`config.mk`:
```
export PLATFORM = sky130hd
export DESIGN_NAME = stack_pop_seq
export DESIGN_NICKNAME = d
export VERILOG_FILES = /design/src/rtl/stack_pop_seq.sv
export SDC_FILE = /design/constraint.sdc
export NUM_CORES = 1
export LEC_CHECK = 0
export ABC_AREA = 1
export CORE_MARGIN = 2
export CORE_UTILIZATION = 45
export DETAILED_ROUTE_END_ITERATION = 8
export DONT_BUFFER_PORTS = 1
export HOLD_SLACK_MARGIN = 0.03
export PLACE_DENSITY_LB_ADDON = 0.2
export SKIP_LAST_GASP = 1
export SLEW_MARGIN = 40
export SYNTH_ARGS = -nofsm -noshare
export SYNTH_HDL_FRONTEND = slang
export SYNTH_SLANG_ARGS = --single-unit
```
`constraint.sdc`:
```
create_clock -name clk -period 2.9 [get_ports clk]
set_input_delay 0.145 -clock clk [delete_from_list [all_inputs] [get_ports clk]]
set_output_delay 0.145 -clock clk [all_outputs]
set_load 0.01 [all_outputs]
```
`src/rtl/stack_pop_seq.sv`:
```
// Stack pop sequencer: reads the words selected by a STACK_* pop mask from SS:SP, highest bit first.
// Optional feature macro STACK_POP_PSW_FIXUP_EN forces the fixed PSW bits on a word popped into index 9.
module stack_pop_seq #(
    parameter int ADDR_W = 20
) (
    input  logic              clk,
    input  logic              reset_n,
    input  logic              start,
    input  logic [15:0]       pop_mask,
    input  logic [15:0]       ss,
    input  logic [15:0]       sp_in,
    input  logic [15:0]       imm_in,
    output logic              mem_req,
    output logic [ADDR_W-1:0] mem_addr,
    input  logic              mem_ack,
    input  logic [15:0]       mem_rdata,
    output logic              wr_valid,
    output logic [3:0]        wr_index,
    output logic [15:0]       wr_data,
    output logic [15:0]       sp_out,
    output logic              busy,
    output logic              done
);

    typedef enum logic [2:0] {
        S_IDLE = 3'd0,
        S_SCAN = 3'd1,
        S_REQ  = 3'd2,
        S_ADJ  = 3'd3,
        S_DONE = 3'd4
    } state_t;

    // Wide enough to hold the segment carry before it is cut to ADDR_W bits.
    localparam int SUM_W = (ADDR_W > 21) ? ADDR_W : 21;

    state_t              state_r;
    state_t              state_nxt_s;
    logic [15:0]         mask_r;
    logic [15:0]         ss_r;
    logic [15:0]         imm_r;
    logic [3:0]          cur_r;
    logic [15:0]         sp_r;
    logic                mem_req_r;
    logic [ADDR_W-1:0]   mem_addr_r;
    logic                wr_valid_r;
    logic [3:0]          wr_index_r;
    logic [15:0]         wr_data_r;
    logic                busy_r;
    logic                done_r;
    logic [SUM_W-1:0]    sum_s;
    logic [ADDR_W-1:0]   addr_s;

    // Highest set bit of the remaining read mask; bit 15 is the RET adjust flag, never a read.
    function automatic logic [3:0] top_bit(input logic [14:0] m);
        logic [3:0] idx;
        idx = 4'd0;
        for (int i = 0; i < 15; i++) begin
            if (m[i]) begin
                idx = 4'(i);
            end
        end
        return idx;
    endfunction

`ifdef STACK_POP_PSW_FIXUP_EN
    // PSW reserved bits: 14:12 and 1 read as one, 5 and 3 read as zero.
    function automatic logic [15:0] psw_fixup(input logic [15:0] d);
        return (d | 16'h7002) & 16'hFFD7;
    endfunction
`endif

    assign sum_s  = SUM_W'({ss_r, 4'h0}) + SUM_W'(sp_r);
    assign addr_s = sum_s[ADDR_W-1:0];

    // State register.
    always_ff @(posedge clk or negedge reset_n) begin
        if (!reset_n) begin
            state_r <= S_IDLE;
        end else begin
            state_r <= state_nxt_s;
        end
    end

    // Next-state decode.
    always_comb begin
        state_nxt_s = state_r;
        case (state_r)
            S_IDLE: begin
                if (start) begin
                    state_nxt_s = S_SCAN;
                end else begin
                    state_nxt_s = S_IDLE;
                end
            end
            S_SCAN: begin
                if (mask_r[14:0] == 15'd0) begin
                    state_nxt_s = S_ADJ;
                end else begin
                    state_nxt_s = S_REQ;
                end
            end
            S_REQ: begin
                if (mem_ack) begin
                    state_nxt_s = S_SCAN;
                end else begin
                    state_nxt_s = S_REQ;
                end
            end
            S_ADJ:   state_nxt_s = S_DONE;
            S_DONE:  state_nxt_s = S_IDLE;
            default: state_nxt_s = S_IDLE;
        endcase
    end

    // Datapath and registered outputs; strobes default low every cycle.
    always_ff @(posedge clk or negedge reset_n) begin
        if (!reset_n) begin
            mask_r     <= 16'h0000;
            ss_r       <= 16'h0000;
            imm_r      <= 16'h0000;
            cur_r      <= 4'd0;
            sp_r       <= 16'h0000;
            mem_req_r  <= 1'b0;
            mem_addr_r <= '0;
            wr_valid_r <= 1'b0;
            wr_index_r <= 4'd0;
            wr_data_r  <= 16'h0000;
            busy_r     <= 1'b0;
            done_r     <= 1'b0;
        end else begin
            wr_valid_r <= 1'b0;
            done_r     <= 1'b0;
            case (state_r)
                S_IDLE: begin
                    if (start) begin
                        mask_r <= pop_mask;
                        ss_r   <= ss;
                        imm_r  <= imm_in;
                        sp_r   <= sp_in;
                        busy_r <= 1'b1;
                    end
                end
                S_SCAN: begin
                    if (mask_r[14:0] != 15'd0) begin
                        cur_r      <= top_bit(mask_r[14:0]);
                        mem_req_r  <= 1'b1;
                        mem_addr_r <= addr_s;
                    end
                end
                S_REQ: begin
                    if (mem_ack) begin
                        mem_req_r     <= 1'b0;
                        sp_r          <= sp_r + 16'd2;
                        mask_r[cur_r] <= 1'b0;
                        // Index 4 is the SP slot: the word is read to keep SP in step but discarded.
                        if (cur_r != 4'd4) begin
                            wr_valid_r <= 1'b1;
                            wr_index_r <= cur_r;
`ifdef STACK_POP_PSW_FIXUP_EN
                            wr_data_r  <= (cur_r == 4'd9) ? psw_fixup(mem_rdata) : mem_rdata;
`else
                            wr_data_r  <= mem_rdata;
`endif
                        end
                    end
                end
                S_ADJ: begin
                    if (mask_r[15]) begin
                        sp_r <= sp_r + imm_r;
                    end
                    done_r <= 1'b1;
                end
                S_DONE: begin
                    busy_r <= 1'b0;
                end
                default: begin
                    busy_r <= 1'b0;
                end
            endcase
        end
    end

    assign mem_req  = mem_req_r;
    assign mem_addr = mem_addr_r;
    assign wr_valid = wr_valid_r;
    assign wr_index = wr_index_r;
    assign wr_data  = wr_data_r;
    assign sp_out   = sp_r;
    assign busy     = busy_r;
    assign done     = done_r;

endmodule

```
==> run_results.csv <==
group,metric,value,unit
clock_network,h-tree-depth,4,
power_and_ir_drop,seq_power_share,31.0,%
cells_and_area,regArea,2878,sq um
placed_design,port_buffers,0,
detailed_routing,wl_per_cell,15.25,um
clock_network,cts_setup_buffers,0,
power_and_ir_drop,intPower,5.762,mW
synthesis,synth_ff_type,"dfrtp_1",
power_and_ir_drop,sw_frac_of_total,46.04,%
synthesis,synth_top_family_by_area,"simple AND/OR/NAND/NOR gates",
sta,tightest_slew,0.5909,ns
worst_setup_path,crit_fanout,9,
synthesis,ys_warn_count,0,
global_routing,grt_pass1_vias,5896,
global_routing,grt_use_total,22.72,%
worst_hold_path,worstHoldPathType,"input port to flip-flop",
clock_network,clock_sinks,115,
synthesis,synthAdderAreaFrac,5.853,%
cells_and_area,finalNonFillerCells,1146,
clock_network,path_clk_slew,0.05,ns
clock_network,worst_skew_pair.late_latency,0.43,ns
sta,clock_skew,0.007007,ns
synthesis,ys_async_sr_fraction,100.0,%
placed_design,place.gp.congestion,0.8934,
sta,fin_crit,2.225,ns
floorplan,start_util,45.89,%
detailed_routing,drt_iter0_markers,455,
cells_and_area,drive_above_1_share,7.380,%
floorplan,die_area,15810,sq um
sta,max_freq,449.4,MHz
power_and_ir_drop,ir_drop,0.7633,mV
floorplan,rows,44,
worst_setup_path,crit_arrival,2.57,ns
cells_and_area,multi_input_area,3287,sq um
global_routing,antenna_found_initial,0,
sta,timing.final.ws_setup,0.6749,ns
cells_and_area,fillCellCount,1347,
sta,setup_tns,0,ns
floorplan,die_y,125.7,um
clock_network,cts_made_buffers,17,
clock_network,clock_path_buffers,2,
sta,hold_viol,0,
synthesis,syn_nets,983,
detailed_routing,routed_wl,17480,um
synthesis,synth-seq-cells,115,
detailed_routing,dr.pass1.iters,5,
synthesis,synth_seq_area_share,43.14,%
cells_and_area,diodes,0,
floorplan,die_w,125.7,um
placed_design,post-place-cells,1033,
worst_setup_path,startpoint_type,"flip-flop",
power_and_ir_drop,share_comb_of_total_power,48.2,%
detailed_routing,via_per_inst,5.118,
synthesis,yosysUniqueCellTypes,46,
clock_network,cts-root-buf,"clkbuf_16",
synthesis,synth_compound_area_share,14.84,%
floorplan,io_pins,144,
synthesis,yosys.area_share.simple,27.42,%
job,cap_viol_max_count,0,
cells_and_area,final_cell_mix,"nand2_1, dfrtp_1, dlygate4sd3_1",
power_and_ir_drop,p_per_area,1297,nW/um^2
placed_design,dp_hpwl,12270,um
cells_and_area,final_common_cell,"nand2_1",
global_routing,gr-total-overflow,0,
detailed_routing,vias,5865,
clock_network,cts_tree,"done",
sta,relSlewSlack,60.61,%
sta,fin_crit_sh,76.73,%
cells_and_area,syn2layout_area_growth,23.45,%
detailed_routing,drcViolationCount,0,
synthesis,syn_area,6670,sq um
synthesis,syn_inst,869,
global_routing,grt_max_degree,116,
sta,setup_violations,0,
global_routing,grt_pass1_wl,28790,um
worst_setup_path,crit_type,"flip-flop to flip-flop",
sta,rsz0062_at_grt,"false",
synthesis,yosys.area_share.xor_xnor,1.050,%
worst_setup_path,required,3.25,ns
worst_setup_path,crit_path_end_kind,"flip-flop",
synthesis,synth_edf_count,0,
synthesis,synthMuxAreaShare,0,%
run_status,outcome,"completed",
detailed_routing,final_antenna_net_count,0,
placed_design,pre_cts_slack,0.6738,ns
power_and_ir_drop,p_sw,4.917,mW
synthesis,syn_area_per_cell,7.676,sq um
sta,drv_slew,0,
cells_and_area,fin_nets,1064,
floorplan,fp.coreArea,14530,sq um
power_and_ir_drop,clockPowerShare,20.9,%
power_and_ir_drop,p_leak,4.187,nW
==> critical path, stage by stage, from the launching register on <==
cell	delay (ns)
dfrtp_1	0.58
inv_1	0.15
fa_1	0.49
o21ai_0	0.38
nand3_1	0.15
nand3_1	0.15
nand3_1	0.08
a31oi_1	0.16
==> cell type report <==
class / instances / area share (%)
multi-input combinational: 641 / 39.92
sequential: 115 / 34.95
timing repair buffer: 89 / 10.82
clock buffer: 21 / 5.713
inverter: 86 / 3.920
tap: 184 / 2.796
clock inverter: 10 / 1.884
==> power by group through the flow <==
stage / combinational [mW] / sequential [mW] / clock, mW
after floorplan: 4.15 / 3.05 / 0
after global placement: 4.93 / 3.31 / 0
after detailed placement: 4.99 / 3.32 / 0
after CTS: 5.15 / 3.31 / 2.26
after global routing: 6.00 / 3.41 / 2.33
final: 5.14 / 3.31 / 2.23
==> repair_timing <==
item                                   4_1_cts  5_1_grt
resized for setup                            0        0
endpoints found under the hold margin      196        0
hold buffers                                82        0
==> final timing paths <==
path | end | startpoint | slack, ns | depth (start not counted)
worst max-delay path | mem_addr[18] | sp_out[5] | 0.67 | 7
worst min-delay path | ss_r[0] | start | 0.05 | 4
max in group asynchronous | ss_r[1] | reset_n | 2.11 | 2
min in group asynchronous | mask_r[6] | reset_n | 0.32 | 2
worst max register to register | mem_addr[18] | sp_out[5] | 0.67 | 7
worst min register to register | imm_r[12] | imm_r[12] | 0.47 | 2
==> Yosys cell counts, types with 2 or more instances <==
| cell | instances | area (sq um) |
|---|---|---|
| buf_2 | 14 | 70.07 |
| a41oi_1 | 2 | 17.52 |
| o21ai_2 | 4 | 35.03 |
| o21ai_0 | 57 | 285.3 |
| nand2_1 | 304 | 1141 |
| o22ai_1 | 2 | 12.51 |
| nor3_1 | 5 | 25.02 |
| xnor2_1 | 3 | 26.28 |
| nor2_2 | 2 | 12.51 |
| a21o_1 | 14 | 105.1 |
| o21a_1 | 2 | 15.01 |
| nor2_1 | 40 | 150.1 |
| dfrtp_1 | 115 | 2878 |
| a21oi_2 | 2 | 17.52 |
| a21oi_1 | 63 | 315.3 |
| o21ai_1 | 4 | 20.02 |
| or2_2 | 3 | 18.77 |
| nand3b_1 | 6 | 45.04 |
| a22o_1 | 3 | 26.28 |
| buf_6 | 7 | 78.83 |
| inv_2 | 10 | 37.54 |
| fa_1 | 2 | 40.04 |
| nand4_1 | 5 | 31.28 |
| a31oi_1 | 10 | 62.56 |
| xor2_1 | 5 | 43.79 |
| nand2_2 | 2 | 12.51 |
| ha_1 | 28 | 350.3 |
| inv_1 | 76 | 285.3 |
| buf_4 | 5 | 37.54 |
| o21bai_1 | 5 | 37.54 |
| nand3_1 | 54 | 270.3 |
==> stage by stage <==
stage	hold WS (ns)	total power, mW	utilization [%]	instance area, sq um
after floorplan	-0.1506	7.201	-	6670
after global placement	-0.1479	8.241	46.58	6770
after detailed placement	-0.1479	8.309	46.58	6770
after CTS	0.04112	10.72	56.65	8234
after global routing	0.07685	11.75	56.65	8234
final	0.04607	10.68	56.65	8234
==> state kept, by name (all words and copies together), names as in the netlist <==
signal    count
wr_data      16
done          1
cur_r         4
mask_r       16
busy          1
state_r       3
wr_valid      1
mem_req       1
mem_addr     20
imm_r        16
sp_out       16
wr_index      4
ss_r         16
==> logic make-up (layout without fill, tap and decap cells) <==
kind of cell | after synthesis | in the layout
buffers and inverters | 113 | 206
XOR/XNOR | 8 | 8
AND/OR/NAND/NOR | 431 | 431
flip-flops | 115 | 115
AO/OA/AOI/OAI | 172 | 172
adder cells (fa/ha/maj) | 30 | 30
==> metal layers <==
| metal | global-route usage (%) | wire, um |
|---|---|---|
| met1 | 28.23 | 7912 |
| met2 | 37.74 | 8048 |
| met3 | 6.627 | 1206 |
| met4 | 8.403 | 310 |
| met5 | 0 | 0 |
Note: power is estimated with default switching activity, not from simulation.
